--- src/rtl/neuron_pkg.sv ---
// Shared types and arithmetic helpers for the sequential neuron and the
// layer blocks built from it.
package neuron_pkg;

    typedef enum logic [1:0] {IDLE, ACCUM, FINISH, OUT} state_e;

    // Wide enough for any accumulator plus shifted bias this family uses.
    localparam int SAT_W = 64;

    typedef struct packed {
        logic signed [SAT_W-1:0] val;
        logic                    sat;
    } sat_t;

    function automatic int acc_width(input int data_w, input int n_in);
        return 2 * data_w + $clog2(n_in) + 1;
    endfunction

    // Arithmetic right shift (floor) followed by clipping to a signed out_w range.
    function automatic sat_t shift_sat(input logic signed [SAT_W-1:0] v,
                                       input int frac_w, input int out_w);
        sat_t r;
        logic signed [SAT_W-1:0] s;
        logic signed [SAT_W-1:0] hi;
        logic signed [SAT_W-1:0] lo;
        s  = v >>> frac_w;
        hi = (64'sd1 <<< (out_w - 1)) - 64'sd1;
        lo = -(64'sd1 <<< (out_w - 1));
        r.sat = 1'b1;
        if (s > hi) begin
            r.val = hi;
        end else if (s < lo) begin
            r.val = lo;
        end else begin
            r.val = s;
            r.sat = 1'b0;
        end
        return r;
    endfunction

endpackage

--- src/rtl/neuron_mac_unit.sv ---
// Signed multiply-accumulate: clear, load with a fresh product, or add the
// product onto the running sum.
module neuron_mac_unit
    import neuron_pkg::*;
#(
    parameter int DATA_W = 16,
    parameter int ACC_W  = 35
) (
    input  logic              clk,
    input  logic              rst,
    input  logic              clr_i,
    input  logic              load_i,
    input  logic              acc_en_i,
    input  logic [DATA_W-1:0] a_i,
    input  logic [DATA_W-1:0] b_i,
    output logic [ACC_W-1:0]  acc_o
);

    logic signed [2*DATA_W-1:0] prod;
    logic signed [ACC_W-1:0]    prod_ext;
    logic signed [ACC_W-1:0]    acc_q;

    assign prod     = $signed(a_i) * $signed(b_i);
    assign prod_ext = {{(ACC_W - 2*DATA_W){prod[2*DATA_W-1]}}, prod};
    assign acc_o    = acc_q;

    always_ff @(posedge clk or posedge rst) begin
        if (rst) begin
            acc_q <= '0;
        end else if (clr_i) begin
            acc_q <= '0;
        end else if (load_i) begin
            acc_q <= prod_ext;
        end else if (acc_en_i) begin
            acc_q <= acc_q + prod_ext;
        end
    end

endmodule

--- src/rtl/neuron_mac_seq.sv ---
// Sequential neuron: streams N_IN samples through one MAC, adds bias, then
// applies linear/ReLU activation with saturation on a valid/ready output.
module neuron_mac_seq
    import neuron_pkg::*;
#(
    parameter int N_IN   = 4,
    parameter int DATA_W = 16,
    parameter int FRAC_W = 8
) (
    input  logic                      clk,
    input  logic                      rst,
    input  logic                      w_we,
    input  logic [$clog2(N_IN)-1:0]   w_addr,
    input  logic [DATA_W-1:0]         w_data,
    input  logic                      b_we,
    input  logic [DATA_W-1:0]         b_data,
    input  logic                      act_relu,
    input  logic                      x_valid,
    output logic                      x_ready,
    input  logic [DATA_W-1:0]         x_data,
    output logic                      y_valid,
    input  logic                      y_ready,
    output logic [DATA_W-1:0]         y_data,
    output logic                      y_sat,
    output logic                      cfg_err
);

    localparam int IDX_W = $clog2(N_IN);
    localparam int ACC_W = acc_width(DATA_W, N_IN);

    logic [DATA_W-1:0] w_q [N_IN];
    logic [DATA_W-1:0] bias_q;

    state_e            state_q;
    logic [IDX_W-1:0]  idx_q;
    logic              relu_q;
    logic              y_valid_q;
    logic [DATA_W-1:0] y_data_q;
    logic              y_sat_q;
    logic              cfg_err_q;

    logic                    xfer;
    logic                    cfg_ok;
    logic [ACC_W-1:0]        acc;
    logic signed [SAT_W-1:0] acc_ext;
    logic signed [SAT_W-1:0] bias_ext;
    sat_t                    fin;

    assign x_ready = !rst && (state_q == IDLE || state_q == ACCUM);
    assign xfer    = x_valid && x_ready;
    // Config is frozen from the first sample on so a vector sees one weight set.
    assign cfg_ok  = (state_q == IDLE) && !xfer;

    assign y_valid = y_valid_q;
    assign y_data  = y_data_q;
    assign y_sat   = y_sat_q;
    assign cfg_err = cfg_err_q;

    always_ff @(posedge clk or posedge rst) begin
        if (rst) begin
            for (int i = 0; i < N_IN; i++) w_q[i] <= '0;
            bias_q <= '0;
        end else if (cfg_ok) begin
            if (w_we) w_q[w_addr] <= w_data;
            if (b_we) bias_q <= b_data;
        end
    end

    neuron_mac_unit #(
        .DATA_W (DATA_W),
        .ACC_W  (ACC_W)
    ) u_mac (
        .clk      (clk),
        .rst      (rst),
        .clr_i    (state_q == IDLE && !xfer),
        .load_i   (xfer && state_q == IDLE),
        .acc_en_i (xfer && state_q == ACCUM),
        .a_i      (x_data),
        .b_i      (w_q[idx_q]),
        .acc_o    (acc)
    );

    assign acc_ext  = {{(SAT_W - ACC_W){acc[ACC_W-1]}}, acc};
    assign bias_ext = {{(SAT_W - DATA_W){bias_q[DATA_W-1]}}, bias_q} <<< FRAC_W;
    assign fin      = shift_sat(acc_ext + bias_ext, FRAC_W, DATA_W);

    always_ff @(posedge clk or posedge rst) begin
        if (rst) begin
            state_q   <= IDLE;
            idx_q     <= '0;
            relu_q    <= 1'b0;
            y_valid_q <= 1'b0;
            y_data_q  <= '0;
            y_sat_q   <= 1'b0;
            cfg_err_q <= 1'b0;
        end else begin
            cfg_err_q <= (w_we || b_we) && !cfg_ok;
            case (state_q)
                IDLE: begin
                    if (xfer) begin
                        relu_q  <= act_relu;
                        idx_q   <= IDX_W'(1);
                        state_q <= ACCUM;
                    end
                end
                ACCUM: begin
                    if (xfer) begin
                        if (idx_q == IDX_W'(N_IN - 1)) begin
                            idx_q   <= '0;
                            state_q <= FINISH;
                        end else begin
                            idx_q <= idx_q + IDX_W'(1);
                        end
                    end
                end
                FINISH: begin
                    // ReLU clamps negatives to zero, which is never a clip.
                    if (relu_q && ($signed(fin.val) < 0)) begin
                        y_data_q <= '0;
                        y_sat_q  <= 1'b0;
                    end else begin
                        y_data_q <= fin.val[DATA_W-1:0];
                        y_sat_q  <= fin.sat;
                    end
                    y_valid_q <= 1'b1;
                    state_q   <= OUT;
                end
                OUT: begin
                    if (y_ready) begin
                        y_valid_q <= 1'b0;
                        state_q   <= IDLE;
                    end
                end
                default: state_q <= IDLE;
            endcase
        end
    end

endmodule

--- config.mk ---
export PLATFORM = sky130hd
export DESIGN_NAME = neuron_mac_seq
export DESIGN_NICKNAME = d
export VERILOG_FILES = /design/src/rtl/neuron_pkg.sv /design/src/rtl/neuron_mac_unit.sv /design/src/rtl/neuron_mac_seq.sv
export SDC_FILE = /design/constraint.sdc
export NUM_CORES = 1
export LEC_CHECK = 0
export CORE_ASPECT_RATIO = 1.75
export CORE_MARGIN = 2
export CORE_UTILIZATION = 31
export CTS_BUF_LIST = sky130_fd_sc_hd__clkbuf_4 sky130_fd_sc_hd__clkbuf_8 sky130_fd_sc_hd__clkbuf_16
export CTS_CLUSTER_SIZE = 30
export DETAILED_ROUTE_END_ITERATION = 10
export GPL_ROUTABILITY_DRIVEN = 1
export GPL_TIMING_DRIVEN = 0
export MAX_ROUTING_LAYER = met4
export SYNTH_ARGS = -nofsm -noshare
export SYNTH_HDL_FRONTEND = slang
export SYNTH_HIERARCHICAL = 1
export SYNTH_SLANG_ARGS = --single-unit
--- constraint.sdc ---
create_clock -name clk -period 15.6 [get_ports clk]
set_input_delay 3.9 -clock clk [delete_from_list [all_inputs] [get_ports clk]]
set_output_delay 3.9 -clock clk [all_outputs]
set_load 0.01 [all_outputs]
* Word-level counts from Yosys, hierarchy flattened
Index checks and enable logic that the tools add are counted.
** Cells by class
- Add/sub/neg operators :: 3
- Multipliers :: 1
- $lt $le $gt $ge :: 6
- Equality and inequality tests :: 8
- Multiplexer cells :: 25
- Bitwise operators :: 2
- Reductions and logical operators :: 23
** Operators with widths (count)
- $mux 64 :: 2
- $mux 35 :: 3
- $bwmux 64 :: 1
- $lt 64x1->1 const B :: 1
- $mux 16 :: 4
- $add 35x24->36 :: 1
- $add 35x32->35 :: 1
- $bmux 16 s2 :: 1
- $demux 16 s2 :: 1
- $mul 16x16->32 :: 1
- $gt 28x16->1 const B :: 1
- $lt 28x16->1 const B :: 1
- $mux 2 :: 6
- $logic_and 1x1->1 :: 8
- $pmux 2 s4 :: 1
- $reduce_and 2->1 :: 4
- $eq 2x2->1 const B :: 3
- $ge 3x3->1 const B :: 2
- $ne 2x2->1 const B :: 3
- $not 2->3 :: 2
- $mux 1 :: 4
- $pmux 2 s2 :: 1
- $reduce_and 4->1 :: 1
- $reduce_bool 2->1 :: 2
- other kinds (10) :: 13
** Storage, ports and cells
- Bits in registers :: 139
- Bits of input ports :: 57
- Output and inout port bits :: 20
- Logic and storage cells :: 81

* Logic depth before layout (Yosys ltp)
Gate-level depths: netlist of run 1.
- Depth after elaboration :: 9
- Gate-level depth with buffers :: 37

* Cells and area by module
The synthesis of run 1 kept the hierarchy.
** By module, submodules not included
- neuron_mac_unit :: times used 1, cells each 1515, area an instance 13261.5 µm², sequential area each 875.8 µm²
- neuron_mac_seq :: times used 1, cells each 598, area an instance 6486.2 µm², sequential area each 2602.5 µm²

* Worst setup path before layout of run 1
OpenSTA, ideal clock, no wires.
- Path kind :: input -> register
- Start :: input port x_data[11]
- End :: register u_mac.acc_q[34] (netlist: u_mac/acc_o[34])
- Arrival time :: 11006 ps
- Required time :: 15518 ps
- Slack :: 4512 ps
- Cell stages on the path :: 31
- Path buffers :: 2
- Cell sequence :: clkbuf_1 nand2_1 fa_1 fa_1 fa_1 inv_1 fa_1 fa_1 inv_1 fa_1 inv_1 ha_1 a21o_1 a221oi_1 nand2_1 nor2_1 o21ai_0 a21o_1 a21oi_1 xnor2_1 ha_1 clkbuf_1 a21o_1 a21o_1 a21oi_1 o32ai_1 o21ai_0 nand4_1 a221o_1 a41o_1 a31oi_1
** Between the ends
- Longest elaborated chain between the ends :: 5
** Ends and longest elaborated chain
- start, declared :: RTL line neuron_mac_seq.sv:20 : input logic [DATA_W-1:0] x_data,
- $mul 16x16->32 * :: RTL line neuron_mac_unit.sv:23 : assign prod = $signed(a_i) * $signed(b_i);
- $add 35x32->35 :: RTL line neuron_mac_unit.sv:35 : acc_q <= acc_q + prod_ext;
- $mux 35 :: RTL line neuron_mac_unit.sv:34 : end else if (acc_en_i) begin
- $mux 35 * :: RTL line neuron_mac_unit.sv:32 : end else if (load_i) begin
- $mux 35 * :: RTL line neuron_mac_unit.sv:30 : end else if (clr_i) begin
- end signal, assigned :: RTL line neuron_mac_unit.sv:33 : acc_q <= prod_ext;
- end signal, assigned :: RTL line neuron_mac_unit.sv:35
- end, declared :: RTL line neuron_mac_unit.sv:21 : logic signed [ACC_W-1:0] acc_q;
Mark *: on every way between the ends. The rest lies on a longest branch, timed or not. The select of a mux whose other input is x is not followed.
A chain may end at the register's enable or synchronous reset.

* Worst setup path after layout of run 1
- Start :: input port x_data[11]
- End :: register u_mac.acc_q[30] (netlist: u_mac/acc_o[30])
Same word-level chain as after synthesis.

==> key figures, run 1 <==
Outcome
  • Status: finished clean

Global routing
  • GR Util met2: 0.370
  • Initial antenna violation count: 0
  • Vias in the first global route: 17200
  • First-pass GRT wire length: ~95000 µm
  • Met3 usage: 0.0188
  • Largest net degree at the start of global routing: 71
  • Layer with the highest usage: met2
  • Overall global routing resource usage: 0.193
  • Grt met1 use: 0.187
  • GRT overflow: 0

Drt
  • 1st-iter DRT viols: ~700
  • Vias: approximately 16000
  • WL per Instance: roughly 20 µm
  • Vias per cell: around 5.2
  • Post-Route WL: between 50000 and 60000 µm
  • # DRC: 0
  • DRT Pass-1 Iters: 7
  • Remaining antenna violation count: 0

Die
  • Number of I/O pins: 77
  • Core footprint: ~63000 µm²
  • Row count: 122
  • Die Y: 338 µm
  • Full die area: between 60000 and 70000 µm²
  • Initial Utilization: 0.312
  • DIE WIDTH: between 150 and 200 µm

Synthesis
  • Number of synthesized flops with an enable pin: 0
  • Sequential-to-total area share from yosys stat: 0.176
  • Yosys warnings: 6
  • Syn_nets: 2585
  • Yosys reg bits: about 140
  • Cell area after synthesis: ~20000 µm²
  • Async S/R FF share, synth: 1.00
  • Cells after Synth: around 2100
  • Syn avg cell area: around 9.3 µm²
  • Synth cell types: 94
  • Ys flop type: dfrtp_1

STA
  • Fmax: about 0.078 GHz
  • Slew headroom: 0.182
  • Minimum clock period: 12.83 ns
  • Slew @ Worst Pin: ~1.2 ns
  • Setup-failing EPs final: 0
  • Final TNS setup: 0 ns
  • Unrepaired setup endpoints after global routing: no
  • Skew final: between 0.015 and 0.02 ns
  • Final worst-path cycle share: 0.822
  • Final hold vios: 0
  • Slew Viols, Final: 0

Clock tree
  • TritonCTS Buffers: 17
  • Worst skew pair latency: ~0.45 ns
  • Hold-fix buffer count after cts: 0
  • Clock Sink Count: approximately 140
  • Clock transition at path regs: around 0.07 ns
  • TritonCTS clock tree: yes
  • Post_cts resized: 0
  • Postcts setup bufs: 0
  • Maximum clock insertion buffer count: 2
  • # H-tree levels: 4
  • Clock root buffer: clkbuf_16

Final layout
  • Final core utilization: 0.350
  • Fillers: approximately 6500
  • Commonest non-fill, non-tap cell in the layout: inv_1
  • Post-layout nets: 2681
  • Diodes inserted: 0
  • Ratio of cells with drive above 1 in the final layout: 0.0783
  • Synthesis-to-layout area growth: 12.2%
  • Highest-count cells in the layout ignoring fill and taps: inv_1 (329), fa_1 (264), nand2_1 (203)

Setup path
  • R2r setup slk: around 5.0 ns
  • CP arrival: between 10 and 15 ns
  • Critical Path Sink Type: flip-flop
  • Max incr delay on CP: slightly above 0.8 ns
  • Launch point of the worst reg-to-reg path: idx_q[0]
  • Worst path most repeated cell: fa_1
  • Critical path's slowest cell: clkdlybuf4s50_1
  • CP Class: in2reg
  • Max FO, Critical Path: 10
  • Crit path launch type: input port
  • R2R depth: 34
  • Crit path required time: 15.99 ns
  • Worst r2r dst: u_mac/acc_o[30]

Place
  • Post-DP HPWL: just over 50000 µm
  • Gpl congestion: about 0.94
  • IO buf count: between 70 and 80

Flow run
  • Max cap viols: 0

Hold path
  • Hold Crit Depth: 1
  • HP Start: w_q[16]
  • Hold crit path type: reg2reg
  • Hold endpoint: w_q[16]
==> kinds of logic after synthesis <==
family	Yosys count	synth area share
AO/OA/AOI/OAI	379	0.129
XOR/XNOR	70	0.0310
buffers and inverters	413	0.0818
AND/OR/NAND/NOR	587	0.147
adder cells (fa/ha/maj)	415	0.363
multiplexers	110	0.0712
flip-flops	139	0.176
==> metal layers <==
metal	routed length [µm]	up-vias
met1	20900	7837
li1	-	7206
met2	33400	406
met4	3600	0
met3	1710	158
met5	0	-
==> synth_stat cells (all sizes together), types with 10 or more instances <==
master,count,share of area
a31oi,14,0.0044
a21oi,124,0.031
o211ai,10,0.0041
and3,11,0.0035
nor2b,18,0.0057
xnor2,50,0.022
mux2i,11,0.0056
a211oi,23,0.0087
mux4,16,0.018
or3,17,0.0056
nor3,21,0.0053
nand4,13,0.0041
ha,151,0.096
nor2,99,0.019
mux2,83,0.047
o21bai,10,0.0038
nand3,28,0.0071
nand2,203,0.039
dfrtp,139,0.18
nand2b,19,0.0060
buf,12,0.0039
and2,130,0.041
fa,264,0.27
clkbuf,69,0.015
xor2,20,0.0089
a32oi,12,0.0053
o21a,20,0.0076
o21ai,58,0.015
inv,331,0.063
a21o,31,0.012
==> layout make-up <==
type / instances / area [µm²] / area share
flip-flops and latches: 139 / 3480 / 0.157
repair buffers: 77 / 788 / 0.0356
multi-input cells: 1561 / 14700 / 0.662
well taps: 806 / 1010 / 0.0455
plain buffers: 81 / 369 / 0.0167
clock buffers: 17 / 425 / 0.0192
inverters: 332 / 1250 / 0.0564
clock inverters: 15 / 176 / 0.00797
==> worst max-delay path: cells and delay by family <==
kind	cells	cell delay [ns]
AOI/OAI and AO/OA	11	2.89
xor gates and xnor gates	1	0.14
adders and majority gates	8	4.08
buffers and inverters	5	1.50
and+or+nand+nor	5	0.68
==> registers in the layout (all words and copies together), names as in the netlist <==
| signal | count |
|---|---|
| state_q | 2 |
| y_sat | 1 |
| u_mac/acc_o | 35 |
| relu_q | 1 |
| y_valid | 1 |
| cfg_err | 1 |
| w_q | 64 |
| bias_q | 16 |
| idx_q | 2 |
| y_data | 16 |
==> stage by stage <==
step / hold slack, ns / instance area (µm²) / std cells / setup WS, ns
4_1_cts: 0.509 / 22100 / 3028 / 2.83
6_report: 0.505 / 22100 / 3028 / 2.77
2_1_floorplan: 0.473 / 19700 / 2113 / 4.51
3_3_place_gp: 0.482 / 21500 / 2995 / 2.48
5_1_grt: 0.518 / 22100 / 3028 / 2.39
3_5_place_dp: 0.492 / 21500 / 2996 / 2.39
==> worst max path at each step <==
stage	slack [ns]	start	endpoint
6_report	2.77	x_data[11]	u_mac/acc_o[30]
3_5_place_dp	2.39	x_data[11]	u_mac/acc_o[34]
4_1_cts	2.83	x_data[11]	u_mac/acc_o[34]
2_1_floorplan	4.51	x_data[11]	u_mac/acc_o[34]
5_1_grt	2.39	x_data[8]	u_mac/acc_o[32]
3_3_place_gp	2.48	x_data[11]	u_mac/acc_o[34]
Power of run 1 is not shown: default switching activity piles up to over one toggle a cycle in this logic, so the estimate is an artifact.
==> inputs of run 2 (changes only) <==
Clock period 15.6 ns to 12.9 ns, I/O delays scaled along.
==> results of run 2 <==
Same layout as run 1 (identical final DEF). Status: finished clean.
Among the figures that moved: setup slack after placement 2.39 ns -> 0.367 ns; setup slack after layout 2.77 ns -> 0.748 ns; register-to-register setup slack 5.00 ns -> 2.30 ns
Power of run 2 is left out for the same reason.
